==> config.mk <==
export PLATFORM = sky130hd
export DESIGN_NAME = inst_encoder_flat
export DESIGN_NICKNAME = d
export VERILOG_FILES = /design/src/rtl/inst_encoder_if.sv /design/src/rtl/inst_encoder.sv /design/src/flat_wrapper.sv
export SDC_FILE = /design/constraint.sdc
export NUM_CORES = 1
export LEC_CHECK = 0
export CORE_UTILIZATION = 45
export DETAILED_ROUTE_END_ITERATION = 10
export DONT_BUFFER_PORTS = 1
export GPL_TIMING_DRIVEN = 0
export MAX_ROUTING_LAYER = met4
export RECOVER_POWER = 50
export SLEW_MARGIN = 10
export SYNTH_ARGS = -nofsm -noshare
export SYNTH_HDL_FRONTEND = slang
export SYNTH_SLANG_ARGS = --single-unit
export TNS_END_PERCENT = 50
==> constraint.sdc <==
create_clock -name clk_i -period 3.9 [get_ports clk_i]
set_clock_uncertainty 0.15 [all_clocks]
set_input_delay 0.975 -clock clk_i [delete_from_list [all_inputs] [get_ports clk_i]]
set_output_delay 0.975 -clock clk_i [all_outputs]
set_load 0.05 [all_outputs]
==> src/rtl/inst_encoder_if.sv <==
// Handshake bundles for the instruction encoder: field-set input channel and
// encoded-word output channel.

interface inst_encoder_in_if;
  logic        valid;
  logic        ready;
  logic [2:0]  fmt;
  logic [4:0]  rd;
  logic [4:0]  rs1;
  logic [4:0]  rs2;
  logic [2:0]  funct3;
  logic [6:0]  funct7;
  logic [31:0] imm;

  modport master (output valid, fmt, rd, rs1, rs2, funct3, funct7, imm, input ready);
  modport slave  (input valid, fmt, rd, rs1, rs2, funct3, funct7, imm, output ready);
endinterface

interface inst_encoder_out_if #(
  parameter int unsigned ADDR_W = 32
);
  logic              valid;
  logic              ready;
  logic [31:0]       inst;
  logic [ADDR_W-1:0] addr;
  logic              err;

  modport master (output valid, inst, addr, err, input ready);
  modport slave  (input valid, inst, addr, err, output ready);
endinterface

==> src/rtl/inst_encoder.sv <==
// Streaming RV32 instruction encoder: two-stage valid/ready pipeline that packs
// field sets into instruction words, tags each with a byte address and NOPs bad ones.

module inst_encoder #(
  parameter int unsigned       ADDR_W    = 32,
  parameter logic [ADDR_W-1:0] BASE_ADDR = '0,
  parameter logic [31:0]       NOP_WORD  = 32'h0000_0013
) (
  input  logic                       clk_i,
  input  logic                       rst_i,
  input  logic                       clear_i,
  inst_encoder_in_if.slave           fld_if,
  inst_encoder_out_if.master         word_if,
  output logic [7:0]                 err_cnt_o
);

  typedef enum logic [2:0] {
    FMT_R   = 3'd0,
    FMT_I   = 3'd1,
    FMT_LD  = 3'd2,
    FMT_SD  = 3'd3,
    FMT_BEQ = 3'd4
  } fmt_e;

  // Stage A: captured fields plus the range/legality verdict
  logic              a_valid_q, a_valid_d;
  logic [2:0]        a_fmt_q;
  logic [4:0]        a_rd_q, a_rs1_q, a_rs2_q;
  logic [2:0]        a_f3_q;
  logic [6:0]        a_f7_q;
  logic [11:0]       a_imm_q;
  logic              a_ok_q;

  // Stage B: encoded word, error tag, address and error counter
  logic              b_valid_q, b_valid_d;
  logic [31:0]       b_inst_q;
  logic              b_err_q;
  logic [ADDR_W-1:0] addr_q, addr_d;
  logic [7:0]        err_cnt_q, err_cnt_d;

  logic              a_load, b_load, out_fire;
  logic              imm_fits, fmt_legal, in_ok;
  logic [31:0]       enc_word;

  assign out_fire = b_valid_q & word_if.ready;
  assign b_load   = a_valid_q & (~b_valid_q | word_if.ready);
  assign fld_if.ready = ~a_valid_q | ~b_valid_q | word_if.ready;
  assign a_load   = fld_if.valid & fld_if.ready;

  // 12-bit signed range: bits 31..11 must all replicate the sign
  assign imm_fits  = (&fld_if.imm[31:11]) | ~(|fld_if.imm[31:11]);
  assign fmt_legal = (fld_if.fmt <= 3'd4);
  assign in_ok     = fmt_legal & ((fld_if.fmt == FMT_R) | imm_fits);

  always_comb begin
    enc_word = NOP_WORD;
    case (a_fmt_q)
      FMT_R:   enc_word = {a_f7_q, a_rs2_q, a_rs1_q, a_f3_q, a_rd_q, 7'b0110011};
      FMT_I:   enc_word = {a_imm_q, a_rs1_q, a_f3_q, a_rd_q, 7'b0010011};
      FMT_LD:  enc_word = {a_imm_q, a_rs1_q, a_f3_q, a_rd_q, 7'b0000011};
      FMT_SD:  enc_word = {a_imm_q[11:5], a_rs2_q, a_rs1_q, a_f3_q, a_imm_q[4:0], 7'b0100011};
      // imm is a halfword offset, so imm[11:0] maps onto byte-offset bits 12..1
      FMT_BEQ: enc_word = {a_imm_q[11], a_imm_q[9:4], a_rs2_q, a_rs1_q, a_f3_q,
                           a_imm_q[3:0], a_imm_q[10], 7'b1100011};
      default: enc_word = NOP_WORD;
    endcase
    if (!a_ok_q) enc_word = NOP_WORD;
  end

  always_comb begin
    a_valid_d = a_valid_q;
    b_valid_d = b_valid_q;
    addr_d    = addr_q;
    err_cnt_d = err_cnt_q;
    if (a_load)        a_valid_d = 1'b1;
    else if (b_load)   a_valid_d = 1'b0;
    if (b_load)        b_valid_d = 1'b1;
    else if (out_fire) b_valid_d = 1'b0;
    if (out_fire) begin
      addr_d = addr_q + ADDR_W'(4);
      if (b_err_q && (err_cnt_q != 8'hFF)) err_cnt_d = err_cnt_q + 8'd1;
    end
    if (clear_i) begin
      a_valid_d = 1'b0;
      b_valid_d = 1'b0;
      addr_d    = BASE_ADDR;
      err_cnt_d = '0;
    end
  end

  always_ff @(posedge clk_i or negedge rst_i) begin
    if (!rst_i) begin
      a_valid_q <= 1'b0;
      a_fmt_q   <= '0;
      a_rd_q    <= '0;
      a_rs1_q   <= '0;
      a_rs2_q   <= '0;
      a_f3_q    <= '0;
      a_f7_q    <= '0;
      a_imm_q   <= '0;
      a_ok_q    <= 1'b0;
      b_valid_q <= 1'b0;
      b_inst_q  <= '0;
      b_err_q   <= 1'b0;
      addr_q    <= BASE_ADDR;
      err_cnt_q <= '0;
    end else begin
      a_valid_q <= a_valid_d;
      b_valid_q <= b_valid_d;
      addr_q    <= addr_d;
      err_cnt_q <= err_cnt_d;
      if (a_load) begin
        a_fmt_q <= fld_if.fmt;
        a_rd_q  <= fld_if.rd;
        a_rs1_q <= fld_if.rs1;
        a_rs2_q <= fld_if.rs2;
        a_f3_q  <= fld_if.funct3;
        a_f7_q  <= fld_if.funct7;
        a_imm_q <= fld_if.imm[11:0];
        a_ok_q  <= in_ok;
      end
      if (b_load) begin
        b_inst_q <= enc_word;
        b_err_q  <= ~a_ok_q;
      end
    end
  end

  assign word_if.valid = b_valid_q;
  assign word_if.inst  = b_inst_q;
  assign word_if.err   = b_err_q;
  assign word_if.addr  = addr_q;
  assign err_cnt_o     = err_cnt_q;

endmodule

==> src/flat_wrapper.sv <==
// flat-port wrapper written by rule: the top's interface ports become plain ports
module inst_encoder_flat 
#(
  parameter int unsigned       ADDR_W    = 32,
  parameter logic [ADDR_W-1:0] BASE_ADDR = '0,
  parameter logic [31:0]       NOP_WORD  = 32'h0000_0013
)
  (clk_i, rst_i, clear_i, err_cnt_o, fld_if_valid, fld_if_fmt, fld_if_rd, fld_if_rs1, fld_if_rs2, fld_if_funct3, fld_if_funct7, fld_if_imm, fld_if_ready, word_if_valid, word_if_inst, word_if_addr, word_if_err, word_if_ready);
  inst_encoder_in_if fld_if_i ();
  inst_encoder_out_if #(.ADDR_W(ADDR_W)) word_if_i ();
  input  logic clk_i;
  input  logic rst_i;
  input  logic clear_i;
  output logic [7:0] err_cnt_o;
  input wire logic [$bits(fld_if_i.valid)-1:0] fld_if_valid;
  input wire logic [$bits(fld_if_i.fmt)-1:0] fld_if_fmt;
  input wire logic [$bits(fld_if_i.rd)-1:0] fld_if_rd;
  input wire logic [$bits(fld_if_i.rs1)-1:0] fld_if_rs1;
  input wire logic [$bits(fld_if_i.rs2)-1:0] fld_if_rs2;
  input wire logic [$bits(fld_if_i.funct3)-1:0] fld_if_funct3;
  input wire logic [$bits(fld_if_i.funct7)-1:0] fld_if_funct7;
  input wire logic [$bits(fld_if_i.imm)-1:0] fld_if_imm;
  output wire logic [$bits(fld_if_i.ready)-1:0] fld_if_ready;
  output wire logic [$bits(word_if_i.valid)-1:0] word_if_valid;
  output wire logic [$bits(word_if_i.inst)-1:0] word_if_inst;
  output wire logic [$bits(word_if_i.addr)-1:0] word_if_addr;
  output wire logic [$bits(word_if_i.err)-1:0] word_if_err;
  input wire logic [$bits(word_if_i.ready)-1:0] word_if_ready;
  assign fld_if_i.valid = fld_if_valid;
  assign fld_if_i.fmt = fld_if_fmt;
  assign fld_if_i.rd = fld_if_rd;
  assign fld_if_i.rs1 = fld_if_rs1;
  assign fld_if_i.rs2 = fld_if_rs2;
  assign fld_if_i.funct3 = fld_if_funct3;
  assign fld_if_i.funct7 = fld_if_funct7;
  assign fld_if_i.imm = fld_if_imm;
  assign fld_if_ready = fld_if_i.ready;
  assign word_if_valid = word_if_i.valid;
  assign word_if_inst = word_if_i.inst;
  assign word_if_addr = word_if_i.addr;
  assign word_if_err = word_if_i.err;
  assign word_if_i.ready = word_if_ready;
  inst_encoder #(.ADDR_W(ADDR_W), .BASE_ADDR(BASE_ADDR), .NOP_WORD(NOP_WORD)) u_core (.clk_i(clk_i), .rst_i(rst_i), .clear_i(clear_i), .fld_if(fld_if_i), .word_if(word_if_i), .err_cnt_o(err_cnt_o));
endmodule
# After elaboration in Yosys (flattened, before gate mapping)
# Cells that the tools add are included.
[classes] n_addsub=2 n_lt_le_gt_ge=1 eq_ne=5 mux=13 n_bitwise=13 reduce_logical=10
[ops] operator="$pmux W32 S5" count=1
[ops] operator="$mux W32" count=3
[ops] operator="$add A32 B3 Y32 const B" count=1
[ops] operator="$mux W8" count=3
[ops] operator="$reduce_and A21 Y1" count=1
[ops] operator="$reduce_or A21 Y1" count=1
[ops] operator="$add A8 B1 Y8 const B" count=1
[ops] operator="$ne A8 B8 Y1 const B" count=1
[ops] operator="$eq A3 B2 Y1 const B" count=2
[ops] operator="$logic_not A3 Y1" count=2
[ops] operator="$mux W1" count=6
[ops] operator="$reduce_bool A3 Y1" count=2
[ops] operator="$or A1 B1 Y1" count=5
[ops] operator="$and A1 B1 Y1" count=4
[ops] operator="$not A1 Y1" count=4
[ops] operator="$reduce_bool A2 Y1" count=2
[ops] operator="$eq A3 B1 Y1 const B" count=1
[ops] operator="$eq A3 B3 Y1 const B" count=1
[ops] operator="$le A3 B3 Y1 const B" count=1
[ops] operator="$reduce_and A2 Y1" count=1
[ops] operator="$logic_and A1 B1 Y1" count=1
[totals] reg_bits=116 input_bits=65 out_inout_bits=75 elab_cells=58

# Logic depth before layout (Yosys ltp)
[logic_depth] ltp_word=6 depth_mapped=6 ltp_nobuf=5

# Worst setup path before layout
# No wires, ideal clock.
[synth_path] path_kind="in2reg" from="in word_if_ready" to="reg u_core.a_f3_q[2]" setup_time_ns=0.125 arrival_ns=2.733 path_slack_ns=0.892 stages=5 path_cell_list="clkbuf_1 > nand3b_1 > nand2_1 > buf_1 > mux2_2"
[synth_between] elab_chain_len=2
[synth_lines] item="start: declaration" line="flat_wrapper.sv:28" source="input wire logic [$bits(word_if_i.ready)-1:0] word_if_ready;"
[synth_lines] item="$or A1 B1 Y1" line="inst_encoder.sv:47" source="assign fld_if.ready = ~a_valid_q | ~b_valid_q | word_if.ready;"
[synth_lines] item="net fld_if_ready" line="flat_wrapper.sv:23" source="output wire logic [$bits(fld_if_i.ready)-1:0] fld_if_ready;"
[synth_lines] item="$and A1 B1 Y1" line="inst_encoder.sv:48" source="assign a_load = fld_if.valid & fld_if.ready;"
[synth_lines] item="end signal: assignment" line="inst_encoder.sv:117" source="a_f3_q <= fld_if.funct3;"
[synth_lines] item="end: declaration" line="inst_encoder.sv:29" source="logic [2:0] a_f3_q;"
# The timed path passes the listed nets, and every way through them passes these cells.
# A chain may end at the register's enable or synchronous reset.

# Worst setup path in the final report
[layout_path] from="reg u_core.b_valid_q (netlist: u_core.word_if.valid)" to="reg u_core.a_rd_q[4]"
[layout_between] elab_chain_len=4
[layout_lines] item="start: declaration" line="inst_encoder.sv:35" source="logic b_valid_q, b_valid_d;"
[layout_lines] item="start signal: assignment" line="inst_encoder.sv:109" source="b_valid_q <= b_valid_d;"
[layout_lines] item="$not A1 Y1" line="inst_encoder.sv:47"
[layout_lines] item="$or A1 B1 Y1 (2 in series)" line="inst_encoder.sv:47"
[layout_lines] item="net fld_if_ready" line="flat_wrapper.sv:23"
[layout_lines] item="$and A1 B1 Y1" line="inst_encoder.sv:48"
[layout_lines] item="end signal: assignment" line="inst_encoder.sv:114" source="a_rd_q <= fld_if.rd;"
[layout_lines] item="end: declaration" line="inst_encoder.sv:28" source="logic [4:0] a_rd_q, a_rs1_q, a_rs2_q;"
# The timed path passes the listed nets, and every way through them passes these cells.

==> impl_results.md <==
* # rows at 39
* Slew @ Worst Pin at 0.8267 ns
* Grt ovf at 0
* Combinational power share at 9.6%
* Net Sw Frac at 27.24%
* Maximum vdd ir drop at between 200 and 300 uV
* Die width at 110.5 um
* Share of layout cells above drive strength 1 at 15.08%
* Crit path kind: flop to flop
* Root buf cell: clkbuf_16
* TritonCTS buffer count at 9
* Worst Hold Class: primary input to async pin
* Setup Buffers After CTS at 0
* Clk pin slew, worst setup/hold paths at 0.07 ns
* Antenna Nets Post-Route at 0
* Most frequent cells in the layout: dfrtp_1, mux2_2, a21oi_1, nand2_1
* Leak Pwr at 2.333 nW
* Ant diodes at 0
* Finished Core Util at 50.41%
* Count of cell types in the netlist at 44
* Max Cap Violations at 0
* Clock power frac at 36.2%
* Synth Area in Adders at 0.4723%
* Core ar. at 11470 um2
* Seq cells post-synth at ~110
* Commonest non-fill, non-tap cell in the layout: dfrtp_1
* Port-buffer cells at 0
* Gr usage total at approximately 22%
* GP Congestion at 0.8350
* Wire per inst at 19.68 um
* Vias at 3969
* Synthesized area at between 5000 and 6000 um2
* Max frequency at a little under 300 MHz
* Synthesized instance count at 485
* Internal at 1.850 mW
* DRC errors left at 0
* Status: complete, no violations
* Critical Path Fanout Max at 10
* Critical Path Sink Type: flop
* CP arrival at roughly 3.5 ns
* Sequential Power Share at 54.2%
* Compound-gate portion of the synthesized area at 13.65%
* Hold Buf Count CTS at 0
* CP required at roughly 4.0 ns
* Fin. Hold Viols at 0
* CTS Sinks at 111
* Post-synthesis sequential area ratio at a little over half
* Htree depth at 3
* Mapped Avg Cell Area at 10.93 um2
* Worst setup SP type: flop
* Post-synth EDFFs at 0
* Final net count at around 570
* Post-CTS Resized at 0
* Clock buffer depth at 2
* Final min period at 3.388 ns
* Via density at around 6
* First-pass GRT wire length at slightly above 20 mm
* Post-synth ARST share at 100.0%
* Worst slew margin at 44.68%
* Design Area, Final at 5781 um2
* Count of pins over their slew limit at 0
* Die area at 12210 um2
* Ys flop type: dfrtp_1
* Tcrit/Tclk final at between 80 and 90%
* Worst-Skew Late Latency at 0.35 ns
* Post-synthesis xor/xnor area fraction at 2.479%
* Cell area power density at ~440 nW/um2
* Synth-to-Final Area Change at 9.091%
* Setup TNS at 0 ns
* First drt pass iteration count at 4
* Switching power at 0.6925 mW
* Portion of netlist area occupied by mux cells at 11.66%
* Final setup fails at 0
* RSZ-0062 raised after global routing: false
* Initial antenna violation count at 0
* Die Ht at 110.5 um
* I/O pins at 140
* Starting density of the core at 46.21%
* DP HPWL at 9.193 mm
* TritonCTS clock tree: yes
* Placed cell area at 5489 um2
* Final wirelength at approximately 13 mm
* Yosys warns at 0
* Initial DRC count at approximately 280
* Largest family of logic cells by synthesized area: simple AND/OR/NAND/NOR gates
* Worst hold slack at roughly 0.17 ns
* Vias in the first global route at 3835
* Largest net degree at the start of global routing at roughly 110
* Synth Area in Simple Gates at around 16%
-- metal layers --
layer / wire [um] / global-route usage, % / vias to the layer above
met5: 0 / - / -
met4: 261 / 9.156 / 0
met3: 951 / 6.915 / 19
met2: 5817 / 32.38 / 141
met1: 5700 / 28.94 / 1974
li1: - / - / 1835
-- power by group through the flow --
stage | Combinational (mW) | Sequential (mW) | Clock, mW
detailed placement | 0.244 | 1.40 | 0
CTS | 0.244 | 1.38 | 0.944
floorplan | 0.200 | 1.37 | 0
global placement | 0.236 | 1.40 | 0
global route | 0.270 | 1.39 | 0.986
finish | 0.244 | 1.38 | 0.920
-- Yosys cell counts (2+ instances only) --
cell	n	area, um2
a22o_1	25	219.0
nor2_1	22	82.58
xnor2_1	6	52.55
o21ai_0	25	125.1
xor2_1	9	78.83
and4_1	7	61.31
or2_2	2	12.51
nor3_1	4	20.02
buf_1	6	22.52
nand4_1	20	125.1
ha_1	2	25.02
mux2i_1	10	100.1
nor4_1	6	37.54
nand2_1	26	97.59
clkbuf_1	21	78.83
dfrtp_1	111	2778
a21oi_1	30	150.1
or3_2	3	22.52
mux2_2	46	518.0
a22oi_1	5	37.54
buf_4	5	37.54
and3_1	2	12.51
or4_1	13	97.59
inv_1	5	18.77
nand3_1	18	90.09
and2_1	2	12.51
nand2b_1	2	12.51
o22ai_1	6	37.54
or3_1	7	43.79
o31ai_1	9	67.56
nor2b_1	12	75.07
a31oi_1	6	37.54
-- cell families (layout without fill, tap and decap cells) --
family / count (synthesis) / after routing
AND/OR/NAND/NOR: 151 / 151
AO/OA/AOI/OAI: 111 / 111
flip-flops: 111 / 111
multiplexers: 56 / 56
buffers and inverters: 38 / 54
XOR/XNOR: 15 / 15
adder cells (fa/ha/maj): 2 / 2
other: 1 / 4
-- critical path, stage by stage, from the launching register on --
cell      delay, ns
dfrtp_1        0.66
clkbuf_1       0.39
nand3b_1       0.59
nand2_1        0.48
buf_1          0.59
mux2_2         0.41
-- sequential cells by signal, indices dropped and copies added (netlist names) --
register and count:
u_core.a_valid_q 1, u_core.a_ok_q 1, u_core.word_if.inst 29, u_core.a_f3_q 3
u_core.a_rs1_q 5, u_core.err_cnt_o 8, u_core.a_rs2_q 5, u_core.a_rd_q 5
u_core.a_imm_q 12, u_core.a_f7_q 7, u_core.a_fmt_q 3, u_core.word_if.addr 30
u_core.word_if.valid 1, u_core.word_if.err 1
-- path summary, 6_finish.rpt --
check | endpoint | cells after the start | slack, ns | start
worst max-delay path | u_core.a_rd_q[4]$_DFFE_PN0P_ | 5 | 0.51 | u_core.word_if.valid$_DFFE_PN0P_
max in group asynchronous | u_core.a_rs2_q[3]$_DFFE_PN0P_ | 0 | 3.23 | rst_i
worst min-delay path | u_core.word_if.inst[18]$_DFFE_PN0P_ | 0 | 0.17 | rst_i
worst max register to register | u_core.a_rd_q[4]$_DFFE_PN0P_ | 5 | 0.51 | u_core.word_if.valid$_DFFE_PN0P_
min in group clk_i | u_core.word_if.inst[19]$_DFFE_PN0P_ | 1 | 0.34 | u_core.a_rs1_q[4]$_DFFE_PN0P_
worst min register to register | u_core.word_if.inst[19]$_DFFE_PN0P_ | 1 | 0.34 | u_core.a_rs1_q[4]$_DFFE_PN0P_
-- layout make-up --
class | instances | area (um2)
sequential | 111 | 2778
buffer | 33 | 143.9
clock inverter | 4 | 45.04
inverter | 5 | 18.77
fill | 1031 | 5687
clock buffer | 12 | 246.5
tap | 143 | 178.9
multi-input combinational | 339 | 2370
-- per-stage QoR --
| step | worst slack [ns] | cells | power, mW |
|---|---|---|---|
| detailed placement | 0.3364 | 631 | 1.645 |
| global route | 0.3576 | 647 | 2.643 |
| floorplan | 0.8922 | 488 | 1.574 |
| CTS | 0.5117 | 647 | 2.567 |
| finish | 0.5121 | 647 | 2.542 |
| global placement | 0.3640 | 631 | 1.634 |
Note: power is estimated with default switching activity, not from simulation.
